### src/rtl/seven_seg_scan_display.sv
// Purpose: time-multiplexed N-digit hex seven-segment driver with guard blanking and leading-zero suppression.
// Latency: seg/dp/dig_sel are registered, one cycle behind div_cnt/dig_idx/shadow; shadow loads on the load edge.
// Backpressure: none; load/enable are sampled every cycle, enable=0 freezes the scan and darkens the display.
module seven_seg_scan_display #(
   parameter int NUM_DIGITS   = 4,
   parameter int SCAN_DIV     = 1024,
   parameter int GUARD        = 16,
   parameter int COMMON_ANODE = 0
) (
   input  logic                    clk,
   input  logic                    rst_n,
   input  logic                    enable,
   input  logic                    load,
   input  logic [4*NUM_DIGITS-1:0] value,
   input  logic [NUM_DIGITS-1:0]   dp_in,
   input  logic                    blank_lz,
   output logic [6:0]              seg,
   output logic                    dp,
   output logic [NUM_DIGITS-1:0]   dig_sel,
   output logic                    frame_done
);

   localparam int DW = (NUM_DIGITS > 1) ? $clog2(NUM_DIGITS) : 1;
   localparam int CW = $clog2(SCAN_DIV);

   localparam logic [CW-1:0]         DIV_LAST = CW'(SCAN_DIV - 1);
   localparam logic [CW-1:0]         GUARD_C  = CW'(GUARD);
   localparam logic [DW-1:0]         IDX_LAST = DW'(NUM_DIGITS - 1);
   localparam logic                  INV      = (COMMON_ANODE != 0);
   localparam logic [6:0]            SEG_OFF  = {7{INV}};
   localparam logic [NUM_DIGITS-1:0] DIG_OFF  = {NUM_DIGITS{INV}};
   localparam logic [NUM_DIGITS-1:0] DIG_ONE  = NUM_DIGITS'(1);

   typedef enum logic {
      ST_SCAN = 1'b0,
      ST_HALT = 1'b1
   } state_t;

   state_t                  state_q;
   state_t                  state_d;
   logic                    scan_act;

   logic [4*NUM_DIGITS-1:0] shadow_val;
   logic [NUM_DIGITS-1:0]   shadow_dp;
   logic [CW-1:0]           div_cnt;
   logic [DW-1:0]           dig_idx;

   logic [NUM_DIGITS-1:0]   lz_blank;
   logic                    zero_run;
   logic [3:0]              cur_nib;
   logic                    guard_act;
   logic [6:0]              seg_nxt;
   logic                    dp_nxt;
   logic [NUM_DIGITS-1:0]   dig_nxt;
   logic                    frame_nxt;

   // Active-high gfedcba pattern for one hex nibble.
   function automatic logic [6:0] hex_decode(input logic [3:0] nib);
      logic [6:0] pat;
      case (nib)
         4'h0: pat = 7'h3F;
         4'h1: pat = 7'h06;
         4'h2: pat = 7'h5B;
         4'h3: pat = 7'h4F;
         4'h4: pat = 7'h66;
         4'h5: pat = 7'h6D;
         4'h6: pat = 7'h7D;
         4'h7: pat = 7'h07;
         4'h8: pat = 7'h7F;
         4'h9: pat = 7'h6F;
         4'hA: pat = 7'h77;
         4'hB: pat = 7'h7C;
         4'hC: pat = 7'h39;
         4'hD: pat = 7'h5E;
         4'hE: pat = 7'h79;
         default: pat = 7'h71;
      endcase
      return pat;
   endfunction

   // Shadow register: captures the display value whenever load is high, regardless of enable.
   always_ff @(posedge clk or negedge rst_n) begin
      if (!rst_n) begin
         shadow_val <= '0;
         shadow_dp  <= '0;
      end else if (load) begin
         shadow_val <= value;
         shadow_dp  <= dp_in;
      end
   end

   // SCAN/HALT state register.
   always_ff @(posedge clk or negedge rst_n) begin
      if (!rst_n) begin
         state_q <= ST_HALT;
      end else begin
         state_q <= state_d;
      end
   end

   // Next state follows enable; the cycle's activity uses the next state so halting takes effect on the same edge.
   always_comb begin
      state_d = state_q;
      case (state_q)
         ST_SCAN: if (!enable) state_d = ST_HALT;
         ST_HALT: if (enable)  state_d = ST_SCAN;
         default: state_d = ST_HALT;
      endcase
      scan_act = (state_d == ST_SCAN);
   end

   // Dwell divider and digit index; both hold their values while halted.
   always_ff @(posedge clk or negedge rst_n) begin
      if (!rst_n) begin
         div_cnt <= '0;
         dig_idx <= '0;
      end else if (scan_act) begin
         if (div_cnt == DIV_LAST) begin
            div_cnt <= '0;
            dig_idx <= (dig_idx == IDX_LAST) ? '0 : dig_idx + 1'b1;
         end else begin
            div_cnt <= div_cnt + 1'b1;
         end
      end
   end

   // Leading-zero mask: digit i>0 is blanked when it and every digit above it hold zero.
   always_comb begin
      lz_blank = '0;
      zero_run = 1'b1;
      for (int i = NUM_DIGITS - 1; i >= 0; i--) begin
         zero_run = zero_run & (shadow_val[4*i +: 4] == 4'h0);
         if (i > 0) lz_blank[i] = zero_run & blank_lz;
      end
   end

   // Output pixel for the current digit/dwell position, with polarity applied before the register.
   always_comb begin
      seg_nxt   = SEG_OFF;
      dp_nxt    = INV;
      dig_nxt   = DIG_OFF;
      cur_nib   = shadow_val[4*dig_idx +: 4];
      guard_act = (div_cnt < GUARD_C);
      frame_nxt = scan_act && (div_cnt == DIV_LAST) && (dig_idx == IDX_LAST);
      if (scan_act && !guard_act) begin
         dig_nxt = (DIG_ONE << dig_idx) ^ DIG_OFF;
         dp_nxt  = shadow_dp[dig_idx] ^ INV;
         seg_nxt = (lz_blank[dig_idx] ? 7'h00 : hex_decode(cur_nib)) ^ SEG_OFF;
      end
   end

   // Registered pin drivers and end-of-frame pulse.
   always_ff @(posedge clk or negedge rst_n) begin
      if (!rst_n) begin
         seg        <= SEG_OFF;
         dp         <= INV;
         dig_sel    <= DIG_OFF;
         frame_done <= 1'b0;
      end else begin
         seg        <= seg_nxt;
         dp         <= dp_nxt;
         dig_sel    <= dig_nxt;
         frame_done <= frame_nxt;
      end
   end

endmodule

### config.mk
export PLATFORM = sky130hd
export DESIGN_NAME = seven_seg_scan_display
export DESIGN_NICKNAME = d
export VERILOG_FILES = /design/src/rtl/seven_seg_scan_display.sv
export SDC_FILE = /design/constraint.sdc
export NUM_CORES = 1
export LEC_CHECK = 0
export ABC_AREA = 1
export CAP_MARGIN = 20
export CORE_ASPECT_RATIO = 1.25
export CORE_UTILIZATION = 30
export CTS_CLUSTER_DIAMETER = 40
export DETAILED_ROUTE_END_ITERATION = 10
export PLACE_DENSITY = 0.53
export SYNTH_ARGS = -nofsm -noshare
export SYNTH_HDL_FRONTEND = slang
export SYNTH_SLANG_ARGS = --single-unit
export TNS_END_PERCENT = 50
### constraint.sdc
create_clock -name clk -period 2.05 [get_ports clk]
set_input_delay 0.3075 -clock clk [delete_from_list [all_inputs] [get_ports clk]]
set_output_delay 0.3075 -clock clk [all_outputs]
set_load 0.02 [all_outputs]
==> results.toml <==
[outcome]
status = "finished clean"

[setup_path]
worst-r2r-cell-count = 9
rrSetupSlack_ns = 0.29
worstReg2RegEnd = "seg[6]"
worst-setup-path-type = "reg -> reg"
worst_ep_required_time_ns = 2.24
regToRegStartpoint = "dig_idx[0]"
critPathLaunchType = "flop"
critical_path.endpoint_type = "flop"
critical_path.max_fanout = 11
critPathArrivalTime_ns = 1.94

[layout]
nNetsFinal = 360
n_antenna_cell = 0
post_route_cells_drive_above_1_share = 0.151
area_growth_syn_to_layout_pct = 24.2

[clock_network]
clock_tree.buffer_depth = 2
htree_levels = 2
cts_setup_buffers = 0
cts_resized = 0
clock_sinks = 45
cts_tree = "done"
ctsRootBufferMaster = "sky130_fd_sc_hd__clkbuf_8"
path_clk_slew_ns = 0.09
number_of_buffers_added_by_the_clock_tree_synthesis_step = 5
cts_stage_hold_buffer_count = 0
clk-insertion-delay-late_ns = 0.30

[timing]
hold_viol = 0
final.setup_skew_ns = 0.00644
setup_total_negative_slack_ns = 0
fin_ws_ns = 0.291
timing_worst_slew_pin_value_ns = 0.741
finalCriticalPeriod_ns = 1.76
achievable-frequency_mhz = 568
timing.hold.ws_ns = 0.0647
grt_setup_unrepaired = "false"
report.final.slew_viol_count = 0
max_slew_headroom = 0.506
setup-violations-final = 0
final.period_utilization = 0.858

[routing]
firstDrtPassIters = 4
route.final.wire_length_um = 4450
drtIter0Drc = 81
via_to_cell_ratio = 4.34
drt.antenna.violating_nets = 0
vias = 1822
wl_per_cell_um = 10.6
drcViolationCount = 0

[floorplanning]
floorplan.die_area_mm2 = 0.00835
num_io_pins = 38
core-area_mm2 = 0.00775
fp-row-count = 36
die_w_um = 82.0
floorplan.die.height_um = 102
initial_utilization = 0.309

[power]
power_density_mw_per_mm2 = 976
ir_drop_v = 0.000362
leakagePower_nw = 1.48

[logic_synthesis]
postSynth.asyncResetShare = 1.00
syn_area_per_cell_um2 = 8.53
synth_area_mm2 = 0.00240
synthFlopType = "sky130_fd_sc_hd__dfrtp_1"
postSynthRegisterBits = 45
yosysWarningCount = 0
ys_seq_area_frac = 0.470
netlist_instances = 281
ys_types = 26
postSynthNetCount = 317
synth_edf_count = 0

[global_route]
grt_pass1_wl_um = 8140
number_of_antenna_violations_at_the_first_check_in_global_routing = 0
grt.total_usage = 0.126
globalRouteOverflowTotal = 0
grt_max_degree = 34
number_of_global_route_vias_before_repair = 1859

[hold_path]
hp-class = "in -> async"

[placed_design]
number_of_port_buffers = 37
pre_cts_setup_slack_ns = 0.298
hpwlAfterDp_um = 3380
gpl.final_weighted_congestion = 0.845

[job]
cap_viol_max_count = 0
## state kept, by name (all words and copies together) (netlist names)
register	flops
dp	1
dig_idx	2
div_cnt	10
shadow_dp	4
seg	7
shadow_val	16
dig_sel	4
frame_done	1
## through the flow
step / std cells / util / instance area (µm²) / total power, mW
floorplan: 281 / - / 2400 / 1.99
global placement: 412 / 0.371 / 2870 / 2.31
detailed placement: 412 / 0.371 / 2870 / 2.32
CTS: 420 / 0.384 / 2980 / 2.95
global route: 420 / 0.384 / 2980 / 3.18
finish: 420 / 0.384 / 2980 / 2.90
## synthesized netlist by cell type, types with 2 or more instances
cell type	instances	area (µm²)
sky130_fd_sc_hd__o21ai_0	12	60.1
sky130_fd_sc_hd__buf_6	4	45.0
sky130_fd_sc_hd__nand2_2	8	50.1
sky130_fd_sc_hd__nand3_1	15	75.1
sky130_fd_sc_hd__xor2_1	4	35.0
sky130_fd_sc_hd__inv_2	2	7.51
sky130_fd_sc_hd__mux2_2	10	113
sky130_fd_sc_hd__buf_2	2	10.0
sky130_fd_sc_hd__a21oi_1	11	55.1
sky130_fd_sc_hd__nand3b_1	2	15.0
sky130_fd_sc_hd__clkbuf_1	2	7.51
sky130_fd_sc_hd__nand2_4	2	22.5
sky130_fd_sc_hd__nand3_2	7	70.1
sky130_fd_sc_hd__nor2_1	33	124
sky130_fd_sc_hd__dfrtp_1	45	1130
sky130_fd_sc_hd__nand2_1	67	251
sky130_fd_sc_hd__inv_1	34	128
sky130_fd_sc_hd__nand4_1	2	12.5
sky130_fd_sc_hd__ha_1	11	138
sky130_fd_sc_hd__o21ai_1	2	10.0
## critical path, stage by stage, from the launching register on
cell and delay [ns]:
sky130_fd_sc_hd__dfrtp_1 0.48, sky130_fd_sc_hd__inv_2 0.22, sky130_fd_sc_hd__nand2_1 0.08, sky130_fd_sc_hd__nand3_1 0.08
sky130_fd_sc_hd__nand2_2 0.10, sky130_fd_sc_hd__inv_1 0.11, sky130_fd_sc_hd__ha_1 0.19, sky130_fd_sc_hd__nand3_1 0.13
sky130_fd_sc_hd__a21oi_1 0.18, sky130_fd_sc_hd__nor2_1 0.06
## layout make-up
| cell class | count | area, µm² |
|---|---|---|
| clock buffers | 7 | 96.3 |
| fillers | 821 | 4770 |
| multi-input cells | 191 | 1070 |
| clock inverters | 1 | 8.76 |
| well taps | 95 | 119 |
| repair buffers | 44 | 418 |
| inverters | 37 | 141 |
| flip-flops and latches | 45 | 1130 |
## layer usage
| metal | part of all wire | vias up | track usage |
|---|---|---|---|
| met1 | 0.46 | 826 | 0.155 |
| met5 | 0 | - | 0 |
| met3 | 0.040 | 7 | 0.0259 |
| met2 | 0.48 | 33 | 0.211 |
| met4 | 0.022 | 0 | 0.0526 |
| li1 | - | 956 | - |
## how the worst max path moves through the flow
stage                     from         end  slack [ns]  depth (start not counted)
finish              dig_idx[0]      seg[6]        0.29                          9
global route        dig_idx[0]      seg[3]        0.06                         11
CTS                 dig_idx[0]      seg[3]        0.28                         11
detailed placement  dig_idx[0]      seg[3]        0.30                         11
global placement        enable  dig_idx[0]        0.31                          4
floorplan           dig_idx[0]      seg[1]        0.50                         11
## placed cells by master (no fill, tap or decap), types with 8 or more instances in the layout
| cell | instances |
|---|---|
| sky130_fd_sc_hd__nand2_1 | 67 |
| sky130_fd_sc_hd__a21oi_1 | 11 |
| sky130_fd_sc_hd__dfrtp_1 | 45 |
| sky130_fd_sc_hd__nand3_1 | 15 |
| sky130_fd_sc_hd__clkdlybuf4s50_1 | 36 |
| sky130_fd_sc_hd__mux2_2 | 10 |
| sky130_fd_sc_hd__ha_1 | 11 |
| sky130_fd_sc_hd__nor2_1 | 33 |
| sky130_fd_sc_hd__nand2_2 | 8 |
| sky130_fd_sc_hd__o21ai_0 | 12 |
| sky130_fd_sc_hd__inv_1 | 34 |
## power by group
group          internal (mW)  switching, mW
clock                  0.311          0.305
sequential              1.07          0.127
combinational          0.449          0.641
total                   1.83           1.07
## cells by family after synthesis
group,after synthesis,synth area share
compound gates,25,0.0522
simple gates,140,0.270
fa+ha+maj,11,0.0574
xor+xnor,5,0.0183
buf+inv,45,0.0851
flops,45,0.470
mux,10,0.0470
Power figures use the tool's default switching activity.
